**src/rtl/sdram_stream_reader.sv**
```systemverilog
// Streaming SDRAM block reader: fetches num_words words per pass (repeat_count+1 passes)
// over the bridge, one read outstanding at a time, and serves them as a valid/ready stream.
module sdram_stream_reader #(
    parameter int ADDR_BITS      = 26,
    parameter int DATA_BITS      = 128,
    parameter int FIFO_DEPTH     = 16,
    parameter int LEN_BITS       = 16,
    parameter int TIMEOUT_CYCLES = 1024
) (
    input  logic                               clk,
    input  logic                               reset_n,
    input  logic                               start,
    input  logic                               abort,
    input  logic [ADDR_BITS-1:0]               base_address,
    input  logic [LEN_BITS-1:0]                num_words,
    input  logic [7:0]                         repeat_count,
    output logic                               busy,
    output logic                               done,
    output logic                               timeout_error,
    output logic [7:0]                         pass_index,
    output logic [ADDR_BITS-1:0]               interface_address,
    output logic [DATA_BITS/8-1:0]             interface_byte_enable,
    output logic                               interface_read,
    input  logic                               interface_acknowledge,
    input  logic [DATA_BITS-1:0]               interface_read_data,
    output logic [DATA_BITS-1:0]               out_data,
    output logic                               out_valid,
    input  logic                               out_ready,
    output logic [$clog2(FIFO_DEPTH+1)-1:0]    fifo_level
);
    localparam int BYTES = DATA_BITS / 8;
    localparam int BSH   = $clog2(BYTES);
    localparam int OFF_W = LEN_BITS + BSH;
    localparam int PTR_W = $clog2(FIFO_DEPTH);
    localparam int LVL_W = $clog2(FIFO_DEPTH + 1);
    localparam int TMO_W = $clog2(TIMEOUT_CYCLES + 1);

    typedef enum logic [2:0] {IDLE, ISSUE, WAIT_ACK, DRAIN, DONE, ABORT_WAIT} state_t;

    typedef struct packed {
        logic [ADDR_BITS-1:0] base;
        logic [LEN_BITS-1:0]  num;
        logic [7:0]           rep;
    } job_t;

    state_t               state, state_d;
    job_t                 job;
    logic [LEN_BITS-1:0]  word_idx;
    logic [7:0]           pass_q;
    logic [ADDR_BITS-1:0] addr_q;
    logic [TMO_W-1:0]     tmo_cnt;
    logic                 done_q, tmo_q;
    logic                 load, issue, push, adv, flush, set_tmo, pop;
    logic                 tmo_hit, pass_end, last_word;
    logic [OFF_W-1:0]     word_off;

    logic [DATA_BITS-1:0] mem [FIFO_DEPTH];
    logic [PTR_W-1:0]     wr_ptr, rd_ptr;
    logic [LVL_W-1:0]     level;

    assign interface_read        = (state == WAIT_ACK) || (state == ABORT_WAIT);
    assign interface_byte_enable = {BYTES{interface_read}};
    assign interface_address     = addr_q;
    assign busy                  = state inside {ISSUE, WAIT_ACK, DRAIN, ABORT_WAIT};
    assign done                  = done_q;
    assign timeout_error         = tmo_q;
    assign pass_index            = pass_q;
    assign fifo_level            = level;
    assign out_valid             = (level != '0);
    assign out_data              = out_valid ? mem[rd_ptr] : '0;
    assign pop                   = out_valid && out_ready;

    assign word_off  = OFF_W'(word_idx) << BSH;
    assign pass_end  = (word_idx == job.num - LEN_BITS'(1));
    assign last_word = pass_end && (pass_q == job.rep);
    assign tmo_hit   = interface_read && !interface_acknowledge &&
                       (tmo_cnt == TMO_W'(TIMEOUT_CYCLES - 1));

    always_ff @(posedge clk or negedge reset_n) begin
        if (!reset_n) state <= IDLE;
        else          state <= state_d;
    end

    always_comb begin
        state_d = state;
        load    = 1'b0;
        issue   = 1'b0;
        push    = 1'b0;
        adv     = 1'b0;
        flush   = 1'b0;
        set_tmo = 1'b0;
        case (state)
            IDLE: begin
                if (start && !abort) begin
                    load    = 1'b1;
                    state_d = (num_words == '0) ? DONE : ISSUE;
                end
            end
            ISSUE: begin
                // With at most one read in flight, a free slot now guarantees room for its ack.
                if (abort) begin
                    flush   = 1'b1;
                    state_d = IDLE;
                end else if (level < LVL_W'(FIFO_DEPTH)) begin
                    issue   = 1'b1;
                    state_d = WAIT_ACK;
                end
            end
            WAIT_ACK: begin
                if (abort) begin
                    if (interface_acknowledge) begin
                        flush   = 1'b1;
                        state_d = IDLE;
                    end else begin
                        state_d = ABORT_WAIT;
                    end
                end else if (interface_acknowledge) begin
                    push    = 1'b1;
                    adv     = 1'b1;
                    state_d = last_word ? DRAIN : ISSUE;
                end else if (tmo_hit) begin
                    set_tmo = 1'b1;
                    flush   = 1'b1;
                    state_d = DONE;
                end
            end
            DRAIN: begin
                if (abort) begin
                    flush   = 1'b1;
                    state_d = IDLE;
                end else if (level == '0) begin
                    state_d = DONE;
                end
            end
            DONE: state_d = IDLE;
            ABORT_WAIT: begin
                if (interface_acknowledge || tmo_hit) begin
                    set_tmo = !interface_acknowledge;
                    flush   = 1'b1;
                    state_d = IDLE;
                end
            end
            default: state_d = IDLE;
        endcase
    end

    always_ff @(posedge clk or negedge reset_n) begin
        if (!reset_n) begin
            job      <= '0;
            word_idx <= '0;
            pass_q   <= '0;
            addr_q   <= '0;
            tmo_cnt  <= '0;
            done_q   <= 1'b0;
            tmo_q    <= 1'b0;
        end else begin
            done_q <= (state == DONE);
            if (load) begin
                job      <= '{base: base_address, num: num_words, rep: repeat_count};
                word_idx <= '0;
                pass_q   <= '0;
                tmo_q    <= 1'b0;
            end
            if (set_tmo) tmo_q <= 1'b1;
            if (issue)   addr_q <= job.base + ADDR_BITS'(word_off);
            if (adv) begin
                if (pass_end) begin
                    word_idx <= '0;
                    if (!last_word) pass_q <= pass_q + 8'd1;
                end else begin
                    word_idx <= word_idx + LEN_BITS'(1);
                end
            end
            if (interface_read && !interface_acknowledge) tmo_cnt <= tmo_cnt + TMO_W'(1);
            else                                          tmo_cnt <= '0;
        end
    end

    always_ff @(posedge clk) begin
        if (push) mem[wr_ptr] <= interface_read_data;
    end

    always_ff @(posedge clk or negedge reset_n) begin
        if (!reset_n) begin
            wr_ptr <= '0;
            rd_ptr <= '0;
            level  <= '0;
        end else if (flush) begin
            wr_ptr <= '0;
            rd_ptr <= '0;
            level  <= '0;
        end else begin
            if (push) wr_ptr <= wr_ptr + PTR_W'(1);
            if (pop)  rd_ptr <= rd_ptr + PTR_W'(1);
            case ({push, pop})
                2'b10:   level <= level + LVL_W'(1);
                2'b01:   level <= level - LVL_W'(1);
                default: level <= level;
            endcase
        end
    end
endmodule

```
**config.mk**
```make
export PLATFORM = sky130hd
export DESIGN_NAME = sdram_stream_reader
export DESIGN_NICKNAME = d
export VERILOG_FILES = /design/src/rtl/sdram_stream_reader.sv
export SDC_FILE = /design/constraint.sdc
export NUM_CORES = 2
export LEC_CHECK = 0
export ABC_AREA = 0
export CAP_MARGIN = 40
export CORE_MARGIN = 2
export CORE_UTILIZATION = 30
export CTS_CLUSTER_DIAMETER = 80
export DETAILED_ROUTE_END_ITERATION = 7
export GPL_ROUTABILITY_DRIVEN = 0
export GPL_TIMING_DRIVEN = 0
export PLACE_DENSITY_LB_ADDON = 0.15
export SYNTH_ARGS = -nofsm -noshare
export SYNTH_HDL_FRONTEND = slang
export SYNTH_SLANG_ARGS = --single-unit
```
**constraint.sdc**
```tcl
create_clock -name clk -period 19.4 [get_ports clk]
set_input_delay 3.88 -clock clk [delete_from_list [all_inputs] [get_ports clk]]
set_output_delay 3.88 -clock clk [all_outputs]
set_load 0.005 [all_outputs]
```
======== Word level (Yosys, flattened, before mapping) ========
Memories as Yosys holds them, arrays and structs flattened.
Index checks and enable logic that the tools add are counted.
word-level totals
  flip-flop bits (word level) ............. 129
  bits in latches ......................... 0
  memory bits (writable) .................. 2048
  ROM bits ................................ 0
  input bits .............................. 184
  word-level logic and storage cells ...... 109
  memories ................................ 1
operators by class
  $add $sub $neg .......................... 9
  $mul .................................... 0
  div/mod/pow operators ................... 0
  $lt $le $gt $ge ......................... 1
  equal/unequal tests ..................... 15
  shift operators ......................... 0
  mux-type cells .......................... 49
  bitwise logic cells ..................... 0
  reduce and logical (&&, ||, !) cells .... 21
memories
  memory  depth  width  read ports  clocked after memory_dff  write ports  RTL line  source
  mem     16     128    1           0                         1            57        logic [DATA_BITS-1:0] mem [FIFO_DEPTH];
operators by type and width
  operator                                                              count
  128-bit 2-to-1 mux                                                    1
  16-bit 2-to-1 mux                                                     3
  3-bit 2-to-1 mux                                                      11
  8-bit 2-to-1 mux                                                      4
  26-bit by 20-bit adder with 26-bit output                             1
  1-bit 2-to-1 mux                                                      19
  16-bit by 1-bit adder with 16-bit output, second input constant       1
  16-bit == test                                                        1
  16-bit zero test                                                      1
  4-bit 2-to-1 mux                                                      4
  16-bit by 1-bit subtractor with 16-bit output, second input constant  1
  3-bit one-hot mux with 5 select lines                                 1
  11-bit by 1-bit adder with 11-bit output, second input constant       1
  11-bit by 10-bit == test with 1-bit output, second input constant     1
  11-bit 2-to-1 mux                                                     1
  5-bit one-hot mux with 2 select lines                                 1
  4-bit by 1-bit adder with 4-bit output, second input constant         2
  8-bit by 1-bit adder with 8-bit output, second input constant         1
  8-bit == test                                                         1
  2-bit nonzero test                                                    4
  3-bit by 2-bit == test with 1-bit output, second input constant       2
  3-bit == test, second input constant                                  2
  3-bit by 2-bit != test with 1-bit output, second input constant       2
  5-bit by 1-bit adder with 5-bit output, second input constant         1
  other kinds (22)                                                      28

======== Depth between registers and ports, before layout ========
  depth in word-level cells ............... 9
  gate-level depth with buffers ........... 12
  depth with buffers taken out ............ 11

======== Least setup slack after synthesis ========
No wires, ideal clock.
  path type ............................... input port to flip-flop
  start ................................... input port abort
  end ..................................... memory mem[1][0], enable pin
  setup time .............................. 0.929 ns
  arrival ................................. 16.564 ns
  data required time ...................... 18.471 ns
  setup slack ............................. 1.907 ns
  stages .................................. 5
  path buffers ............................ 1
  cell sequence ........................... inv_1 > ha_1 > nand2_1 > clkbuf_1 > nor4_1
between the ends
  cells in the longest elaborated chain, start to end .. 4
ends and longest elaborated chain
  what                                    RTL line  source
  start, declared                         13        input logic abort,
  1-bit 2-to-1 mux                        110       if (abort) begin
  1-bit 2-to-1 mux                        92        case (state)
  1-bit 2-to-1 mux                        180       if (push) mem[wr_ptr] <= interface_read_data;
  1-bit 2-to-1 mux (not written as such)  180
  end, declared                           57
No other way between the ends.

======== Worst setup path after layout ========
  start ................................... register rd_ptr[0]
  end ..................................... output port out_data[117]
between the ends
  cells in the longest elaborated chain, start to end .. 2
ends and longest elaborated chain
  what                    RTL line  source
  start, declared         58        logic [PTR_W-1:0] wr_ptr, rd_ptr;
  start signal, assigned  194       if (pop) rd_ptr <= rd_ptr + PTR_W'(1);
  memory 16 x 128 bit     -
  128-bit 2-to-1 mux      70        assign out_data = out_valid ? mem[rd_ptr] : '0;
  end, declared           26        output logic [DATA_BITS-1:0] out_data,
No other way between the ends.

==> impl_metrics.tcl <==
set metrics [dict create \
    result_of_the_run "complete, no violations" \
    cpMaxStageDelayCell "clkbuf_2" \
    initial_utilization_pct 30.1 \
    post_dp_cell_area_um2 98300 \
    die_w_um 536 \
    synth_seq_cells 2177 \
    synth.yosys.seq_area_share_pct 76.2 \
    pre_cts_slack_ns 11.07 \
    placeable_core_region_um2 282000 \
    post-route-cell-area_um2 106000 \
    number_of_antenna_violations_at_the_first_check_in_global_routing 66 \
    drv.max_cap_violation_count 0 \
    ctsHoldBuffers 0 \
    setup_repair_after_global_routing_missed_its_margin "no" \
    drt-initial-drc-count 3491 \
    avgRoutedWirePerCell_um 28.5 \
    timing.final.crit_share_pct 46.5 \
    grt_max_degree 75 \
    slew-limit-headroom_pct 41.5 \
    avgSynthCellArea_um2 22.6 \
    clkTransAtPathRegs_ns 0.06 \
    synthDominantAreaCellType "edfxtp_1" \
    die_height_um 536 \
    dominantRegCellSynth "edfxtp_1" \
    final-instance-count-excl-fill 8743 \
    maxClockFrequency_ghz 0.111 \
    drive_above_1_share_pct 30.1 \
    maxSlewViolCount 0 \
    count_of_unique_library_cells_instantiated_by_yosys 66 \
    gate_count_after_technology_mapping 3766 \
    start_kind "flop" \
    critPathCaptureType "primary output" \
    worst-slew-pin-transition_ns 0.877 \
    finalPower_mw 13.6 \
    cts.htree.levels 4 \
    wire_length_of_the_first_global_routing_pass_um 351000 \
    timing.critical_path.mode_cell "mux4_2" \
    max-clock-path-buffers 4 \
    critical-path-max-stage-delay_ns 0.79 \
    crit_required_ns 15.52 \
    drt_via_density 4.89 \
    reg2reg_to "mem[5][76]$_DFFE_PP_" \
    multiInputGateArea_um2 19400 \
    startpoint "rd_ptr[0]$_DFFE_PN0P_" \
    hold_violations 0 \
    cts_setup_buffers 0 \
    cp.arrival_ns 5.15 \
    setup_ws_ns 10.37 \
    pwr_density_cell_nw_per_um2 128 \
    fillCellCount 25792 \
    synth_top_area_share_pct 72.4 \
    crit_fanout 10 \
    power.leakage_nw 33.8 \
    die_area_um2 287000 \
    worst_min_delay_path_category "reg2reg" \
    detailedPlacementHpwl_um 171000 \
    yosys-top-cells-area "edfxtp_1 (72%), mux4_2 (17%), dfrtp_1 (3.8%)" \
    final-seq-area_um2 64700 \
    cts.sinks 2177 \
    overflow 0 \
    io_buffers 371 \
    grt_use_total_pct 17.2 \
    number_of_rows_in_the_core_area 195 \
    ir_drop_mv 0.0807 \
    ioPinCount 372 \
    drt.antenna.violating_nets 0 \
    timing.final.setup_violations 0 \
    synthesis.nets 3983 \
    routed-via-count 42712 \
    cts_tree "done" \
    final_nets 5010 \
    ys_async_sr_fraction_pct 5.93 \
    drcViolationCount 0 \
    crit_type "reg2out" \
    skew_ns 0.0670 \
    postLayoutCoreUtil_pct 37.5 \
    critical_path.cell_chain "clkbuf_1 -> clkbuf_2 -> buf_1 -> buf_6 -> mux4_2 -> mux4_2 -> and2_1 -> clkdlybuf4s50_1" \
    number_of_global_route_vias_before_repair 44523 \
    placed_cells_incl_taps 8294 \
    yosys-top-cells-count "edfxtp_1 (2048), mux4_2 (640), clkbuf_1 (141)" \
    cts_repair_resize_count 0 \
    yosysMostFrequentCell "edfxtp_1" \
    routed_wirelength_um 250000 \
    period_minus_slack_ns 9.03 \
    drt_pass1_iterations 5 \
    cp-endpoint "out_data[117]" \
    fin_worst_hold_slack_ns 0.480 \
    tritoncts.num_buffers 239 \
    area_growth_syn_to_layout_pct 24.6 \
    worst_case_register_to_register_setup_slack_ns 14.98 \
    synth_warnings 0 \
    synth_edf_count 2048 \
    r2r_start "state[1]$_DFFE_PN0P_" \
    fin_setup_tns_ns 0 \
    r2r.worst_path.cells 14 \
    hp-start "interface_address[22]$_DFFE_PN0P_" \
    clockRootBuffer "clkbuf_16" \
    worstSkewPairLatency_ns 0.92 \
    mappedNetlistArea_um2 85000 \
]
-- cells by family (layout without fill, tap and decap cells) --
logic type               Yosys count  in the layout  share of synthesized area [%]
buffers and inverters            231           1451                           1.10
multiplexers                     708            708                           17.8
flip-flops                      2177           2177                           76.2
AO/OA/AOI/OAI                    123            123                          0.969
XOR/XNOR                          60             60                          0.619
adder cells (fa/ha/maj)           33             33                          0.504
AND/OR/NAND/NOR                  434            434                           2.77
other                              0             14                              0
-- registers in the layout, summed over array words and instances (netlist names) --
signal / count
done: 1
fifo_level: 5
interface_address: 26
job: 50
mem: 2048
pass_index: 8
rd_ptr: 4
state: 3
timeout_error: 1
tmo_cnt: 11
word_idx: 16
wr_ptr: 4
-- metal layers --
| metal | GRT usage [%] | wire length [um] | vias up | share of wire, % |
|---|---|---|---|---|
| met5 | 0 | 371 | - | 0.15 |
| met4 | 4.51 | 6110 | 56 | 2.4 |
| met3 | 3.49 | 14500 | 364 | 5.8 |
| met2 | 27.6 | 118000 | 1146 | 47 |
| met1 | 23.9 | 110000 | 23194 | 44 |
| li1 | - | - | 17952 | - |
-- cells in the final DEF, fill, tap and decap left out, types with 22 or more instances in the layout --
cell type	netlist	routed
and2_1	132	132
buf_1	43	43
buf_12	0	29
buf_16	0	25
buf_4	16	178
buf_6	0	116
buf_8	0	70
clkbuf_1	141	193
clkbuf_16	0	241
clkdlybuf4s50_1	0	370
clkinv_1	0	46
clkinv_2	0	49
dfrtp_1	129	129
edfxtp_1	2048	2048
ha_1	31	31
inv_1	27	27
mux2_2	55	55
mux4_2	640	640
nand2_1	96	96
nand3_1	25	25
nor2_1	54	50
nor3_1	26	22
o21ai_0	32	31
xnor2_1	34	34
xor2_1	26	26
-- layout make-up --
cell class / count / area share [%]
buffer: 204 / 0.799
tap: 3743 / 4.43
clock buffer: 305 / 5.93
antenna: 14 / 0.0331
clock inverter: 129 / 1.09
timing repair buffer: 786 / 8.14
multi-input combinational: 1358 / 18.3
sequential: 2177 / 61.2
inverter: 27 / 0.0958
-- worst max-delay path: cells and delay by family (launching register included) --
kind                   cells  cell delay, ns
buffers and inverters      5            2.68
flip-flops                 1            0.35
multiplexers               2            0.98
AND/OR/NAND/NOR            1            0.27
-- power by group --
| group | leakage, nW | internal (mW) | switching [mW] | total [mW] |
|---|---|---|---|---|
| Sequential | 20.1 | 5.25 | 0.0979 | 5.34 |
| Clock | 3.64 | 2.49 | 1.89 | 4.38 |
| Combinational | 10.1 | 1.99 | 1.84 | 3.83 |
| Total | 33.8 | 9.72 | 3.83 | 13.6 |
-- how the worst min path moves through the flow --
| stage | slack, ns | to | depth (start not counted) |
|---|---|---|---|
| detailed placement | 0.47 | interface_address[22]$_DFFE_PN0P_ | 2 |
| global route | 0.51 | tmo_cnt[0]$_DFF_PN0_ | 1 |
| finish | 0.48 | interface_address[22]$_DFFE_PN0P_ | 2 |
| floorplan | 0.45 | tmo_cnt[0]$_DFF_PN0_ | 1 |
| CTS | 0.49 | interface_address[22]$_DFFE_PN0P_ | 2 |
| global placement | 0.47 | interface_address[10]$_DFFE_PN0P_ | 2 |
No activity file was read; power rests on OpenSTA's default activity.
